===== src/rtl/riscv_mem_pkg.sv =====
// riscv_mem_pkg: shared FSM states, funct3 encodings and store-lane helpers for the memory access unit
package riscv_mem_pkg;

  typedef enum logic [1:0] {IDLE, REQ, RESP, DONE} state_t;

  localparam logic [2:0] F3_B  = 3'b000;
  localparam logic [2:0] F3_H  = 3'b001;
  localparam logic [2:0] F3_W  = 3'b010;
  localparam logic [2:0] F3_BU = 3'b100;
  localparam logic [2:0] F3_HU = 3'b101;

  localparam int unsigned TIMEOUT_DEFAULT = 255;

  // Byte-enable pattern for a store of the given width at the given byte offset
  function automatic logic [3:0] store_strb(input logic [2:0] f3, input logic [1:0] off);
    return f3 == F3_B ? 4'b0001 << off : f3 == F3_H ? 4'b0011 << {off[1], 1'b0} : 4'b1111;
  endfunction

  // Narrow store data is replicated across every lane so the strobe alone picks the target bytes
  function automatic logic [31:0] store_data(input logic [2:0] f3, input logic [31:0] d);
    return f3[1:0] == 2'b00 ? {4{d[7:0]}} : f3[1:0] == 2'b01 ? {2{d[15:0]}} : d;
  endfunction

endpackage


===== src/rtl/mem_load_align.sv =====
// mem_load_align: selects the addressed lane of a bus read word and sign/zero-extends it
module mem_load_align
  import riscv_mem_pkg::*;
(
  input  logic [31:0] rdata,
  input  logic [1:0]  off,
  input  logic [2:0]  funct3,
  output logic [31:0] data
);

  logic [7:0]  lane_b;
  logic [15:0] lane_h;

  // Lane select by byte offset, then extension chosen by width/sign encoding
  always_comb begin
    lane_b = off == 2'd0 ? rdata[7:0] : off == 2'd1 ? rdata[15:8] : off == 2'd2 ? rdata[23:16] : rdata[31:24];
    lane_h = off[1] ? rdata[31:16] : rdata[15:0];
    data = funct3 == F3_B  ? {{24{lane_b[7]}}, lane_b} :
           funct3 == F3_BU ? {24'd0, lane_b} :
           funct3 == F3_H  ? {{16{lane_h[15]}}, lane_h} :
           funct3 == F3_HU ? {16'd0, lane_h} : rdata;
  end

endmodule


===== src/rtl/mem_access_unit.sv =====
// mem_access_unit: stalls the pipeline while a load/store runs over a req/gnt/rvalid bus with timeout
module mem_access_unit
  import riscv_mem_pkg::*;
#(
  parameter int unsigned TIMEOUT_CYCLES = TIMEOUT_DEFAULT
) (
  input  logic        clk,
  input  logic        rst_n,
  input  logic        mem_en,
  input  logic        mem_we,
  input  logic [2:0]  funct3,
  input  logic [31:0] alu_result,
  input  logic [31:0] Data_B,
  output logic        stall,
  output logic        done,
  output logic [31:0] load_data,
  output logic        misaligned,
  output logic        bus_err,
  output logic        bus_req,
  output logic        bus_we,
  output logic [31:0] bus_addr,
  output logic [31:0] bus_wdata,
  output logic [3:0]  bus_wstrb,
  input  logic        bus_gnt,
  input  logic        bus_rvalid,
  input  logic [31:0] bus_rdata
);

  localparam logic [7:0] TO_LAST = 8'(TIMEOUT_CYCLES - 1);

  state_t      state, next_state;
  logic [7:0]  cnt;
  logic [31:0] addr_q, wdata_q, aligned;
  logic [3:0]  wstrb_q;
  logic [2:0]  f3_q;
  logic        we_q, err_q, fault, accept, busy, finish, expire;

  mem_load_align u_align (
    .rdata  (bus_rdata),
    .off    (addr_q[1:0]),
    .funct3 (f3_q),
    .data   (aligned)
  );

  // Decode the incoming access, detect completion/timeout and choose the next state
  always_comb begin
    fault = funct3 == 3'b011 || funct3[2:1] == 2'b11 || (mem_we && funct3[2]) ||
            (funct3[1:0] == 2'b01 && alu_result[0]) || (funct3 == F3_W && alu_result[1:0] != 2'b00);
    accept = state == IDLE && mem_en && !fault;
    busy = state == REQ || state == RESP;
    finish = (state == REQ && bus_gnt && (we_q || bus_rvalid)) || (state == RESP && bus_rvalid);
    expire = busy && !finish && cnt == TO_LAST;
    next_state = accept ? REQ : (finish || expire) ? DONE : (state == REQ && bus_gnt) ? RESP : state == DONE ? IDLE : state;
  end

  // Access state, latched request, wait counter and load result register
  always_ff @(posedge clk or negedge rst_n) begin
    if (!rst_n) begin
      state <= IDLE;
      cnt <= 8'd0;
      addr_q <= '0;
      wdata_q <= '0;
      wstrb_q <= '0;
      f3_q <= '0;
      we_q <= 1'b0;
      err_q <= 1'b0;
      load_data <= '0;
    end else begin
      state <= next_state;
      err_q <= expire;
      cnt <= accept ? 8'd0 : busy ? cnt + 8'd1 : cnt;
      if (accept) begin
        addr_q <= alu_result;
        f3_q <= funct3;
        we_q <= mem_we;
        wstrb_q <= mem_we ? store_strb(funct3, alu_result[1:0]) : 4'b0000;
        wdata_q <= store_data(funct3, Data_B);
      end
      if (finish && !we_q)
        load_data <= aligned;
      else if (expire && !we_q)
        load_data <= '0;
    end
  end

  assign stall = rst_n && (accept || busy);
  assign misaligned = rst_n && state == IDLE && mem_en && fault;
  assign done = state == DONE;
  assign bus_err = err_q;
  assign bus_req = state == REQ;
  assign bus_we = we_q;
  assign bus_addr = {addr_q[31:2], 2'b00};
  assign bus_wdata = wdata_q;
  assign bus_wstrb = wstrb_q;

endmodule


===== config.mk =====
export PLATFORM = sky130hd
export DESIGN_NAME = mem_access_unit
export DESIGN_NICKNAME = d
export VERILOG_FILES = /design/src/rtl/riscv_mem_pkg.sv /design/src/rtl/mem_load_align.sv /design/src/rtl/mem_access_unit.sv
export SDC_FILE = /design/constraint.sdc
export NUM_CORES = 1
export LEC_CHECK = 0
export CORE_UTILIZATION = 35
export CTS_CLUSTER_SIZE = 14
export DETAILED_ROUTE_END_ITERATION = 6
export DONT_BUFFER_PORTS = 1
export MAX_ROUTING_LAYER = met4
export SYNTH_ARGS = -nofsm -noshare
export SYNTH_HDL_FRONTEND = slang
export SYNTH_SLANG_ARGS = --single-unit

===== constraint.sdc =====
create_clock -name clk -period 1.8 [get_ports clk]
set_input_delay 0.18 -clock clk [delete_from_list [all_inputs] [get_ports clk]]
set_output_delay 0.18 -clock clk [all_outputs]
set_load 0.01 [all_outputs]

=== After elaboration in Yosys (flattened, before gate mapping) ===
Index checks and enable logic that the tools add are counted.

* Register bits: 115
* Input bits: 105
* Word-level logic and storage cells: 84
* Output and inout port bits: 106

* Shift operators: 2
* Reduce and logical (&&, ||, !) cells: 37
* Muxes and demuxes: 21
* Equal/unequal tests: 14
* Add/subtract/negate cells: 1

{| class="wikitable"
|+ Operator list
! kind !! count
|-
| $mux 32 || 8
|-
| $mux 8 || 5
|-
| $logic_and 1x1->1 || 16
|-
| $mux 16 || 1
|-
| $mux 4 || 3
|-
| $logic_or 1x1->1 || 9
|-
| $add 8x1->8 const B || 1
|-
| $eq 2x2->1 const B || 4
|-
| $eq 8x8->1 const B || 1
|-
| $mux 2 || 4
|-
| $eq 2x1->1 const B || 3
|-
| $eq 3x1->1 const B || 2
|-
| $eq 3x2->1 const B || 2
|-
| $eq 3x3->1 const B || 2
|-
| $logic_not 2->1 || 3
|-
| $logic_not 3->1 || 2
|-
| $reduce_bool 2->1 || 3
|-
| $reduce_bool 4->1 || 1
|-
| $shl 1x2->4 const A || 1
|-
| $shl 2x2->4 const A || 1
|-
| $logic_not 1->1 || 3
|}

=== Longest topological paths before layout ===
* Depth after elaboration: 10
* Depth in mapped cells: 8
* Depth with buffers taken out: 6

=== Hierarchy ===
From an unflattened synthesis, not the netlist that was laid out.

* Cells, all modules: 543
* Area, all modules: 6068.3 sq um

{| class="wikitable"
|+ By module, submodules not included
! module !! times used !! cells an instance !! area each (sq um)
|-
| mem_access_unit || 1 || 413 || 5153.7
|-
| mem_load_align || 1 || 130 || 914.6
|}

=== Least setup slack after synthesis ===
OpenSTA, ideal clock, no wires.

* Path type: register -> register
* Start point: register state[0]
* End point: register load_data[25]
* Clock period less this slack: 1897 ps
* Setup time: 126 ps
* Path buffers: 2
* Stages on the path, launching flop included: 9
* Setup slack: -97 ps
* Arrival time: 1771 ps
* Data required time: 1674 ps
* Cell sequence: dfrtp_1 inv_1 ha_1 buf_2 nand4_1 nor2_1 o21bai_1 clkbuf_1 a221o_1

* Longest elaborated chain between the ends: 9

{| class="wikitable"
|+ Ends and longest elaborated chain
! item !! line !! text
|-
| start: declaration || mem_access_unit.sv:31 || <nowiki>state_t state, next_state;</nowiki>
|-
| start signal: assignment || mem_access_unit.sv:69 || <nowiki>state <= next_state;</nowiki>
|-
| $eq 2x1->1 || mem_access_unit.sv:50, mem_access_unit.sv:51 ||
|-
| $logic_and 1x1->1 (2 in series) || mem_access_unit.sv:51 || <nowiki>finish = (state == REQ && bus_gnt && (we_q || bus_rvalid)) || (state == RESP && bus_rvalid);</nowiki>
|-
| $logic_or 1x1->1 || mem_access_unit.sv:51 ||
|-
| $logic_not 1->1 || mem_access_unit.sv:52 || <nowiki>expire = busy && !finish && cnt == TO_LAST;</nowiki>
|-
| $logic_and 1x1->1 (2 in series) || mem_access_unit.sv:52 ||
|-
| $logic_and 1x1->1 || mem_access_unit.sv:81 || <nowiki>else if (expire && !we_q)</nowiki>
|-
| $reduce_bool 2->1 (no source line) || n/a ||
|-
| end signal: assignment || mem_access_unit.sv:80 || <nowiki>load_data <= aligned;</nowiki>
|-
| end: declaration || mem_access_unit.sv:16 || <nowiki>output logic [31:0] load_data,</nowiki>
|}

Parallel ways exist; a longest one is shown, timed or not.
A chain may end at the register's enable or synchronous reset.

=== Worst setup path in the final report ===
* Start point: register state[1]
* End point: register load_data[19]

Same word-level chain as after synthesis.

==> run metrics <==
status=finished, violations left; failing checks=negative hold slack; hold_ws=-529.9 ps; post-synthesis adder-cell area fraction=0.01271; Ports=211; DP Area=6060 um2; worst slew pin tran=974.3 ps; CTS root buffer=clkbuf_16; Post-CTS Hold Fix Bufs=77; Crit Path Max Fanout=7; die width=131.9 um; layout cells sized above 1=0.1582; Post-Synth XOR/XNOR Area=0.01038; drc violations=0; r2r startpoint=state[1]; Yosys reg bits=115; Ys Warns=0; Mapped Cells=538; synth unique cells=54; Fill cells=1506; Pwr per Cell Area=1670 nW/um2; TritonRoute pass-1 iters=4; cts bufs inserted=17; Worst-Skew Late Latency=410 ps; clock skew=5.702 ps; CP Data Required Time=2090 ps; post-route ant nets=0; Placeable Area=16520 um2; top cells by instance count after synthesis=dfrtp_1 (115), nand2_1 (44), mux2_1 (42); first-pass GRT wire length=25470 um; Initial Utilization=0.3575; DR vias=4475; Post-synth EDFFs=0; synthesized cell area=5907 um2; post-route setup slack=18.37 ps; Synth Area in Compound Gates=0.1453; Seq/Total Area, Yosys=0.4872; Die Area=17400 um2; achievable frequency=561.3 MHz; final slew viol count=0; maximum root-to-sink buffer count=2; final wirelength=16380 um; total negative slack=0 ps; Tmin final=1782 ps; final setup fails=0; post-synthesis mux area share=0.1574; Pleak=0.003313 uW; Final period util=0.9898; Crit path arrival time=2070 ps; global route overflow=0; DRT iter0 DRCs=241; count leader, synth=dfrtp_1; mean post-synth cell area=10.98 um2; row count=47; area delta synth->final=27.64%; post-layout instance area=7540 um2; Routed WL per cell=19.66 um; MaxCap Viol Count=0; Max rail drop VDD=760.3 uV; worst min-delay path category=in -> async; simple-gate share of the synthesized area=0.1023; Worst Setup End Kind=flip-flop; Async SR Flop Fraction=1.000; final core utilization=0.4563; crit path launch type=flip-flop; top-area cell type share of the netlist area=0.4872; Antenna diodes=0; largest net degree at the start of global routing=118; port bufs=0; initial antenna violation count=0; critical path type=reg -> reg; routability cong.=0.8487; flop2flop setup slack=20 ps; area leader, netlist=dfrtp_1; RSZ-0062 raised after global routing=yes; max_slew headroom=0.3483; Pwr Total=12590 uW; vias per inst=5.372; Clock transition at path regs=50 ps; Setup Slack @ Placement=-68.49 ps; Nets=715; DIE HEIGHT=131.9 um; post-DP HPWL=10930 um; CTS tree=yes; Post-synth top flop=dfrtp_1; H-Tree Depth=4; via count of the first global-routing pass=4678; clock sinks=115; r2r endpoint=load_data[19]; largest family of logic cells by synthesized area=multiplexers; largest cells by area after synthesis=dfrtp_1 (49%), mux2_1 (8.0%), mux2i_1 (4.2%); Worst R2R Path Depth=7; Global Route Usage Sum=0.1953; final-report hold violation count=115
[critical path: stages (launching register included)]
cell and delay [ps]:
dfrtp_1 380, inv_2 80, ha_4 270, nand4_1 110, nor2_2 200, o21bai_4 130
clkbuf_16 190, a221o_1 300
[power by group]
part	switching (uW)	leakage, uW	internal [uW]	total [uW]
Combinational	1900	0.00161	2130	4030
Clock	1100	0.000277	2140	3240
Sequential	1530	0.00143	3790	5320
Total	4530	0.00331	8060	12600
[state kept, by name, summed over array words and instances (netlist names)]
signal,cells
cnt,8
state,2
bus_wstrb,4
bus_err,1
addr_q,32
f3_q,3
bus_we,1
load_data,32
bus_wdata,32
[metrics by stage]
stage | hold slack [ps] | cells
3_3_place_gp | -112.9 | 725
5_1_grt | -556.3 | 833
6_report | -529.9 | 833
3_5_place_dp | -113.1 | 725
4_1_cts | -549.9 | 830
2_1_floorplan | -115.6 | 539
[cells in the final DEF, fill, tap and decap left out, types with 5 or more instances in the layout]
cell           synthesis  layout
dlygate4sd3_1          0      77
nor2b_1                5       5
o21ai_1               30      29
a221o_1               20      20
mux2i_1               25      25
nand3_1                7       7
nand2b_1              19      19
o2bb2ai_1              7       5
a22o_1                10      10
nand4_1                5       5
o22ai_1                8       8
dfrtp_1              115     115
mux2_1                42      42
nor2_1                38      35
mux4_2                 8       8
nand2_1               44      42
clkbuf_16              0      18
a21oi_1               15      14
buf_4                 32      28
inv_1                 20      18
[routing by layer]
layer	global-route usage	up-vias	wire length, um
li1	-	2023	-
met1	0.2099	2204	6193
met2	0.3248	228	8223
met3	0.08727	20	1740
met4	0.05426	0	223
met5	-	-	0
[kinds of logic after synthesis]
| family | count (synthesis) |
|---|---|
| simple gates | 128 |
| compound gates | 118 |
| flops | 115 |
| buf+inv | 86 |
| mux | 77 |
| xor+xnor | 7 |
| fa+ha+maj | 6 |
| other cells | 1 |
[what timing repair did]
| action | 4_1_cts | 5_1_grt |
|---|---|---|
| endpoints found under the hold margin | 196 | 115 |
| gates resized for setup | 6 | 18 |
| pin swaps | 1 | 5 |
| setup buffers | 0 | 2 |
| setup endpoints to repair | 19 | 31 |
| cloned | 0 | 1 |
[area by class of cell]
type | instances | area, um2 | area share
clock buffers | 23 | 488.0 | 0.06472
clock inverters | 5 | 77.57 | 0.01029
inverters | 20 | 75.07 | 0.009957
multi-input cells | 338 | 2646 | 0.3510
flip-flops and latches | 115 | 2878 | 0.3817
well taps | 220 | 275.3 | 0.03651
repair buffers | 112 | 1100 | 0.1459
[worst max path at each step]
stage                     startpoint             to  cells past startpoint
after global placement      state[1]  load_data[20]                      6
after floorplan             state[0]  load_data[25]                      8
after detailed placement    state[1]  load_data[25]                      6
after CTS                   state[1]   load_data[0]                      7
after global routing        state[0]   load_data[0]                      7
final                       state[1]  load_data[19]                      7
Note: power is estimated with default switching activity, not from simulation.
